**src/rtl/ram_port_arbiter.sv**
```systemverilog
// ram_port_arbiter: shares one 1R1W synchronous RAM between N requesters with round-robin read/write arbitration
//   clk, rst_n                  clock, asynchronous active-low reset
//   req_valid/we/addr/wdata     per-requester request (addr at [i*AW +: AW], wdata at [i*DW +: DW])
//   req_ready                   one-hot per class: granted requester(s) this cycle
//   rsp_valid, rsp_data         one-hot read response, one cycle after the read grant
//   ram_r_en/addr, ram_r_data   RAM read port (registered data, 1-cycle latency)
//   ram_w_en/addr/data          RAM write port
module ram_port_arbiter #(
  parameter int N  = 4,
  parameter int AW = 8,
  parameter int DW = 32
) (
  input  logic            clk,
  input  logic            rst_n,
  input  logic [N-1:0]    req_valid,
  input  logic [N-1:0]    req_we,
  input  logic [N*AW-1:0] req_addr,
  input  logic [N*DW-1:0] req_wdata,
  output logic [N-1:0]    req_ready,
  output logic [N-1:0]    rsp_valid,
  output logic [DW-1:0]   rsp_data,
  output logic            ram_r_en,
  output logic [AW-1:0]   ram_r_addr,
  input  logic [DW-1:0]   ram_r_data,
  output logic            ram_w_en,
  output logic [AW-1:0]   ram_w_addr,
  output logic [DW-1:0]   ram_w_data
);
  localparam int PW = $clog2(N);
  logic [PW-1:0] rd_ptr, wr_ptr, rd_g, wr_g, ri, wi;
  logic [N-1:0]  rd_cand, wr_cand, rd_oh, wr_oh, rsp_id;
  logic          rd_any, wr_any, same_addr, byp_hit;
  logic [DW-1:0] byp_data;
  // Gating candidates with rst_n keeps ready and RAM enables low throughout reset.
  assign rd_cand = {N{rst_n}} & req_valid & ~req_we;
  assign wr_cand = {N{rst_n}} & req_valid & req_we;
  // Scan from ptr+N-1 down to ptr so the candidate closest to ptr is the last one kept.
  always_comb begin
    rd_any = 1'b0;
    wr_any = 1'b0;
    rd_g = '0;
    wr_g = '0;
    ri = '0;
    wi = '0;
    for (int k = N - 1; k >= 0; k--) begin
      ri = PW'((int'(rd_ptr) + k) % N);
      wi = PW'((int'(wr_ptr) + k) % N);
      rd_g = rd_cand[ri] ? ri : rd_g;
      wr_g = wr_cand[wi] ? wi : wr_g;
      rd_any = rd_any | rd_cand[ri];
      wr_any = wr_any | wr_cand[wi];
    end
  end
  assign rd_oh      = rd_any ? (N'(1) << rd_g) : '0;
  assign wr_oh      = wr_any ? (N'(1) << wr_g) : '0;
  assign req_ready  = rd_oh | wr_oh;
  assign ram_r_en   = rd_any;
  assign ram_r_addr = req_addr[rd_g*AW +: AW];
  assign ram_w_en   = wr_any;
  assign ram_w_addr = req_addr[wr_g*AW +: AW];
  assign ram_w_data = req_wdata[wr_g*DW +: DW];
  assign same_addr  = rd_any & wr_any & (ram_r_addr == ram_w_addr);
  assign rsp_valid  = rsp_id;
  // The RAM returns pre-write data on a same-address collision, so substitute the captured write.
  assign rsp_data   = byp_hit ? byp_data : ram_r_data;
  always_ff @(posedge clk or negedge rst_n) begin
    if (!rst_n) begin
      rd_ptr   <= '0;
      wr_ptr   <= '0;
      rsp_id   <= '0;
      byp_hit  <= 1'b0;
      byp_data <= '0;
    end else begin
      if (rd_any) rd_ptr <= (rd_g == PW'(N - 1)) ? '0 : rd_g + 1'b1;
      if (wr_any) wr_ptr <= (wr_g == PW'(N - 1)) ? '0 : wr_g + 1'b1;
      rsp_id  <= rd_oh;
      byp_hit <= same_addr;
      if (same_addr) byp_data <= ram_w_data;
    end
  end
endmodule

```
**config.mk**
```make
export PLATFORM = sky130hd
export DESIGN_NAME = ram_port_arbiter
export DESIGN_NICKNAME = d
export VERILOG_FILES = /design/src/rtl/ram_port_arbiter.sv
export SDC_FILE = /design/constraint.sdc
export NUM_CORES = 1
export LEC_CHECK = 0
export ABC_CLOCK_PERIOD_IN_PS = 9200
export CORE_MARGIN = 1.5
export CORE_UTILIZATION = 30
export CTS_CLUSTER_SIZE = 30
export DETAILED_ROUTE_END_ITERATION = 10
export PLACE_DENSITY = 0.74
export SYNTH_ARGS = -nofsm -noshare
export SYNTH_HDL_FRONTEND = slang
export SYNTH_SLANG_ARGS = --single-unit
```
**constraint.sdc**
```tcl
create_clock -name clk -period 9.2 [get_ports clk]
set_input_delay 1.84 -clock clk [delete_from_list [all_inputs] [get_ports clk]]
set_output_delay 1.84 -clock clk [all_outputs]
set_load 0.01 [all_outputs]
```
==> results.sh, run 1 <==
export IMPL_synth_compound_area_frac=0.1744
export IMPL_grt_overflow_total=0
export IMPL_htreeDepth=2
export IMPL_path_cells="clkdlybuf4s50_1 > nand2_1 > o311a_1 > nor3_4 > buf_4 > inv_2 > a2111oi_0 > nor2_1 > clkdlybuf4s50_1"
export IMPL_synth_nets=659
export IMPL_grt_pass1_vias=4825
export IMPL_skew_ns=0.005258
export IMPL_root_buffer="clkbuf_16"
export IMPL_path_class="in2out"
export IMPL_wire_per_inst_um=19.78
export IMPL_arrival_ns=5.57
export IMPL_cts_hold_buf=0
export IMPL_peakVddDrop_mv=0.06262
export IMPL_synth_area_leaders="dfrtp_1 23%, mux2_2 17%, mux2_4 10%, mux2i_1 7.3%, a21oi_1 4.0%"
export IMPL_cp_slowest_cell="a2111oi_0"
export IMPL_dieArea_sq_um=15340
export IMPL_end_kind="output pin"
export IMPL_avgSynthCellArea_sq_um=9.762
export IMPL_cts_buffer_depth=2
export IMPL_placed_cell_area_sq_um=7411
export IMPL_gp_congestion=0.9213
export IMPL_yosysTopAreaCellShare=0.2341
export IMPL_cp_top_family="buffers and inverters"
export IMPL_hpwl_mm=14.20
export IMPL_setup_viol=0
export IMPL_layout_min_cycle_time_ns=7.408
export IMPL_rows=43
export IMPL_die_x_um=123.9
export IMPL_cts_sinks=41
export IMPL_ios=292
export IMPL_netlist_area_sq_um=4383
export IMPL_critPathBufInv=4
export IMPL_rsz0062_at_grt="no"
export IMPL_numPortBuffers=291
export IMPL_status="completed"
export IMPL_fmax_mhz=135.0
export IMPL_postSynthCellCount=449
export IMPL_grt_pass1_wl_mm=25.71
export IMPL_drt_iter0_drc=218
export IMPL_tightestPinTransition_ns=1.175
export IMPL_start_util=0.3109
export IMPL_muxShareOfSynthArea=0.3711
export IMPL_async_reset_ff_frac=1.000
export IMPL_wl_mm=17.85
export IMPL_synth_edf_count=0
export IMPL_finalPower_mw=0.8309
export IMPL_area_delta_synth_final_pct=72.40
export IMPL_grtUsageTotal=0.2182
export IMPL_nets=930
export IMPL_start_kind="input port"
export IMPL_powerDensity_nw_per_um2=110.0
export IMPL_cts_buffers=5
export IMPL_ys_top_cells_by_count="68 x mux2_2, 41 x dfrtp_1, 39 x nor2_1"
export IMPL_synth_top_area_cell="dfrtp_1"
export IMPL_post_route_period_util=0.8052
export IMPL_critPathMaxFanout=43
export IMPL_core_sq_um=14100
export IMPL_yosysMostFrequentCell="mux2_2"
export IMPL_die_h_um=123.9
export IMPL_finalSetupTns_ns=0
export IMPL_ant_nets=0
export IMPL_cts_resized_gates=0
export IMPL_cpPeakStageDelay_ns=0.79
export IMPL_design_area_sq_um=7556
export IMPL_synth_cell_types=61
export IMPL_synth_adder_area_share=0.02284
export IMPL_hold_class="reg2reg"
export IMPL_synthXorXnorAreaFrac=0.001998
export IMPL_synth_top_family_by_area="multiplexers"
export IMPL_yosys_warnings=0
export IMPL_num_vias=4819
export IMPL_yosys_area_share_simple=0.1479
export IMPL_power_leakage_nw=3.100
export IMPL_slew_violations=0
export IMPL_cp_common_cell="clkdlybuf4s50_1"
export IMPL_hold_violations=0
export IMPL_antenna_found_initial=0
export IMPL_grt_max_degree=68
export IMPL_drive_above_1_share=0.1789
export IMPL_slew_headroom=0.2070
export IMPL_drv_cap=0
export IMPL_viasPerCell=5.343
export IMPL_clk_pin_slew_ns=0.06
export IMPL_cts_setup_buffers=0
export IMPL_required_ns=7.36
export IMPL_dr_pass1_iters=5
export IMPL_synth_seq_cells=41
export IMPL_seq_area_frac_synth=0.2341
export IMPL_clk_latency_ns=0.28
export IMPL_drc=0
export IMPL_synthFlopType="dfrtp_1"
export IMPL_cts_tree="yes"
-- layer usage --
metal,share of wire,GRT usage
met4,0.026,0.07615
met5,0,0
met1,0.38,0.2616
met2,0.49,0.3829
met3,0.096,0.04853
-- kinds of logic after synthesis --
logic type | Yosys count
muxes | 134
and+or+nand+nor | 111
AOI/OAI and AO/OA | 106
buffers and inverters | 48
DFF | 41
adders and majority gates | 8
xor gates and xnor gates | 1
-- registers in the layout, indices dropped and copies added (netlist names) --
register and count:
byp_data 32, wr_ptr 2, rsp_valid 4, rd_ptr 2, byp_hit 1
-- final timing paths --
check | start | endpoint | slack [ns] | cells after the start
setup / recovery | req_we[2] | ram_w_addr[2] | 1.79 | 9
hold / removal | byp_data[19] | byp_data[19] | 0.51 | 1
setup reg to reg | wr_ptr[1] | byp_data[0] | 4.25 | 10
hold reg to reg | byp_data[19] | byp_data[19] | 0.51 | 1
max in group asynchronous | rst_n | byp_hit | 6.90 | 2
min in group asynchronous | rst_n | wr_ptr[1] | 1.46 | 1
-- cell usage in the layout, fill, tap and decap left out, drive strengths merged, types with 10 or more instances in the layout --
cell type	Yosys	final
nor2	40	40
nand3	11	11
and2	17	17
clkdlybuf4s50	0	290
o21ai	10	10
inv	17	17
a21oi	35	35
dfrtp	41	41
mux2i	32	32
mux2	98	98
-- metrics by stage --
step | std cells | setup slack, ns | hold slack (ns) | utilization
after global routing | 901 | 1.594 | 0.5214 | 0.5359
final | 902 | 1.792 | 0.5069 | 0.5360
after CTS | 901 | 1.914 | 0.5088 | 0.5359
after detailed placement | 893 | 1.933 | 0.4909 | 0.5257
after floorplan | 449 | 3.372 | 0.4736 | -
after global placement | 893 | 2.041 | 0.4862 | 0.5257
-- power breakdown --
part | total, mW | internal, mW | leakage, nW | switching [mW]
combinational | 0.441 | 0.252 | 2.47 | 0.188
sequential | 0.218 | 0.202 | 0.557 | 0.0163
clock | 0.172 | 0.0995 | 0.0696 | 0.0724
total | 0.831 | 0.554 | 3.10 | 0.277
-- area by class of cell --
cell class / instances / area (sq um)
fillers: 1287 / 6540
multi-input cells: 360 / 3157
repair buffers: 295 / 2938
flip-flops and latches: 41 / 1027
well taps: 180 / 225.2
clock buffers: 5 / 125.1
inverters: 17 / 63.81
clock inverters: 3 / 17.52
diodes: 1 / 2.502
Power figures use the tool's default switching activity.
==> run 2, diff against run 1 <==
ABC_CLOCK_PERIOD_IN_PS = 6100   (was 9200)
PLACE_DENSITY = 0.77   (was 0.74)
clock period = 6.1 ns   (was 9.2 ns; I/O delays follow)
==> run 2 against run 1 <==
Compared with the run above:
- count of clock-buffer cells in the layout increased by 1
- critical path type unchanged
- total power increased by 59%
- non-clock buffer count up 6
- sequential power up 50%
- setup slack got worse by 1.4 ns
- global-route usage is 0.79 points higher
==> results.sh, run 2 (synthesis gave the netlist of run 1 again) <==
export IMPL_viasPerCell=5.388
export IMPL_dr_pass1_iters=5
export IMPL_hold_class="reg2reg"
export IMPL_tightestPinTransition_ns=1.023
export IMPL_arrival_ns=4.51
export IMPL_area_delta_synth_final_pct=74.54
export IMPL_htreeDepth=2
export IMPL_r2r_end="byp_data[1]"
export IMPL_clk_pin_slew_ns=0.06
export IMPL_post_route_period_util=0.9398
export IMPL_fin_util=0.5427
export IMPL_drive_above_1_share=0.1843
export IMPL_power_leakage_nw=3.156
export IMPL_start_util=0.3109
export IMPL_cts_buffers=5
export IMPL_r2r_start="rd_ptr[1]"
export IMPL_cts_buffer_depth=2
export IMPL_ant_nets=0
export IMPL_placed_cell_area_sq_um=7471
export IMPL_hpwl_mm=14.65
export IMPL_end_kind="output pin"
export IMPL_powerDensity_nw_per_um2=172.7
export IMPL_grt_pass1_vias=4950
export IMPL_status="completed"
export IMPL_drc=0
export IMPL_nets=936
export IMPL_finalSetupTns_ns=0
export IMPL_clk_latency_ns=0.29
export IMPL_grtUsageTotal=0.2261
export IMPL_ios=292
export IMPL_drv_cap=0
export IMPL_setup_viol=0
export IMPL_wire_per_inst_um=20.40
export IMPL_slew_headroom=0.3093
export IMPL_rows=43
export IMPL_cp_common_cell="clkdlybuf4s50_1"
export IMPL_grt_overflow_total=0
export IMPL_design_area_sq_um=7650
export IMPL_hold_path_startpoint="byp_data[8]"
export IMPL_numPortBuffers=291
export IMPL_r2r_cells=9
export IMPL_cts_resized_gates=0
export IMPL_path_class="in2out"
export IMPL_root_buffer="clkbuf_16"
export IMPL_wl_mm=18.52
export IMPL_skew_ns=0.009120
export IMPL_die_h_um=123.9
export IMPL_cpPeakStageDelay_ns=0.65
export IMPL_largest_reg_flops=32
export IMPL_core_sq_um=14100
export IMPL_slew_violations=0
export IMPL_critPathMaxFanout=70
export IMPL_regMostFlops="byp_data"
export IMPL_grt_max_degree=71
export IMPL_hold_end="byp_data[8]"
export IMPL_peakVddDrop_mv=0.08459
export IMPL_critPathBufInv=3
export IMPL_layout_min_cycle_time_ns=5.733
export IMPL_fmax_mhz=174.4
export IMPL_antenna_found_initial=1
export IMPL_hold_violations=0
export IMPL_grt_pass1_wl_mm=26.69
export IMPL_cts_hold_buf=0
export IMPL_rsz0062_at_grt="no"
export IMPL_cp_slowest_cell="clkdlybuf4s50_1"
export IMPL_path_cells="clkdlybuf4s50_1 > nand2_1 > o311a_1 > nor3_4 > buf_12 > mux2_2 > nor2_1 > a21oi_1 > clkdlybuf4s50_1"
export IMPL_drt_iter0_drc=245
export IMPL_cts_setup_buffers=0
export IMPL_fill_cells=1244
export IMPL_cts_tree="yes"
export IMPL_hold_depth=1
export IMPL_start_kind="input port"
export IMPL_finalPower_mw=1.321
export IMPL_rrSetupSlack_ns=2.20
export IMPL_dieArea_sq_um=15340
export IMPL_cp_top_family="buffers and inverters"
export IMPL_num_vias=4892
export IMPL_layout_common_cells="290 x clkdlybuf4s50_1, 68 x mux2_2, 41 x dfrtp_1"
export IMPL_cts_sinks=41
export IMPL_gp_congestion=0.9533
export IMPL_final_common_cell="clkdlybuf4s50_1"
export IMPL_die_x_um=123.9
export IMPL_required_ns=4.88
==> run 2: changes by cell type in the layout (fill, tap and decap cells not counted), sizes merged <==
cell	delta
clkbuf	+1
buf	+6
clkinv	-2
bufinv	+1
==> run 2: metal layers <==
metal,global-route usage,share of wire
met5,0,0
met1,0.2744,0.40
met2,0.3936,0.49
met4,0.07974,0.032
met3,0.04899,0.081
==> run 2: through the flow <==
step	hold slack (ns)	setup WS [ns]	cells
after floorplan	0.4736	1.512	449
after global placement	0.4819	0.4037	899
after CTS	0.5056	0.3429	907
final	0.5063	0.3670	908
after detailed placement	0.4902	0.3519	899
after global routing	0.5264	0.1526	908
==> run 2: where the power goes <==
group	total, mW	internal (mW)	switching [mW]
clock network	0.320	0.204	0.115
registers	0.328	0.304	0.0238
logic	0.674	0.388	0.286
==> run 2: area by class of cell <==
type | instances | area [sq um] | area share
multi-input cells | 360 | 3148 | 0.4115
repair buffers | 301 | 3008 | 0.3932
flip-flops and latches | 41 | 1026 | 0.1341
well taps | 180 | 225.2 | 0.02944
clock buffers | 6 | 138.9 | 0.01816
inverters | 17 | 63.81 | 0.008342
clock inverters | 2 | 37.54 | 0.004907
diodes | 1 | 2.502 | 0.0003271
==> run 2: worst max-delay path by stage <==
| stage | startpoint | end | slack (ns) | cells past startpoint |
|---|---|---|---|---|
| final | req_we[2] | ram_w_data[30] | 0.37 | 9 |
| after global routing | req_valid[0] | ram_w_data[30] | 0.15 | 9 |
| after CTS | req_we[2] | ram_w_data[30] | 0.34 | 9 |
| after detailed placement | req_we[2] | ram_w_data[30] | 0.35 | 9 |
| after global placement | req_valid[2] | ram_w_data[30] | 0.40 | 9 |
| after floorplan | req_we[1] | ram_w_data[0] | 1.51 | 9 |
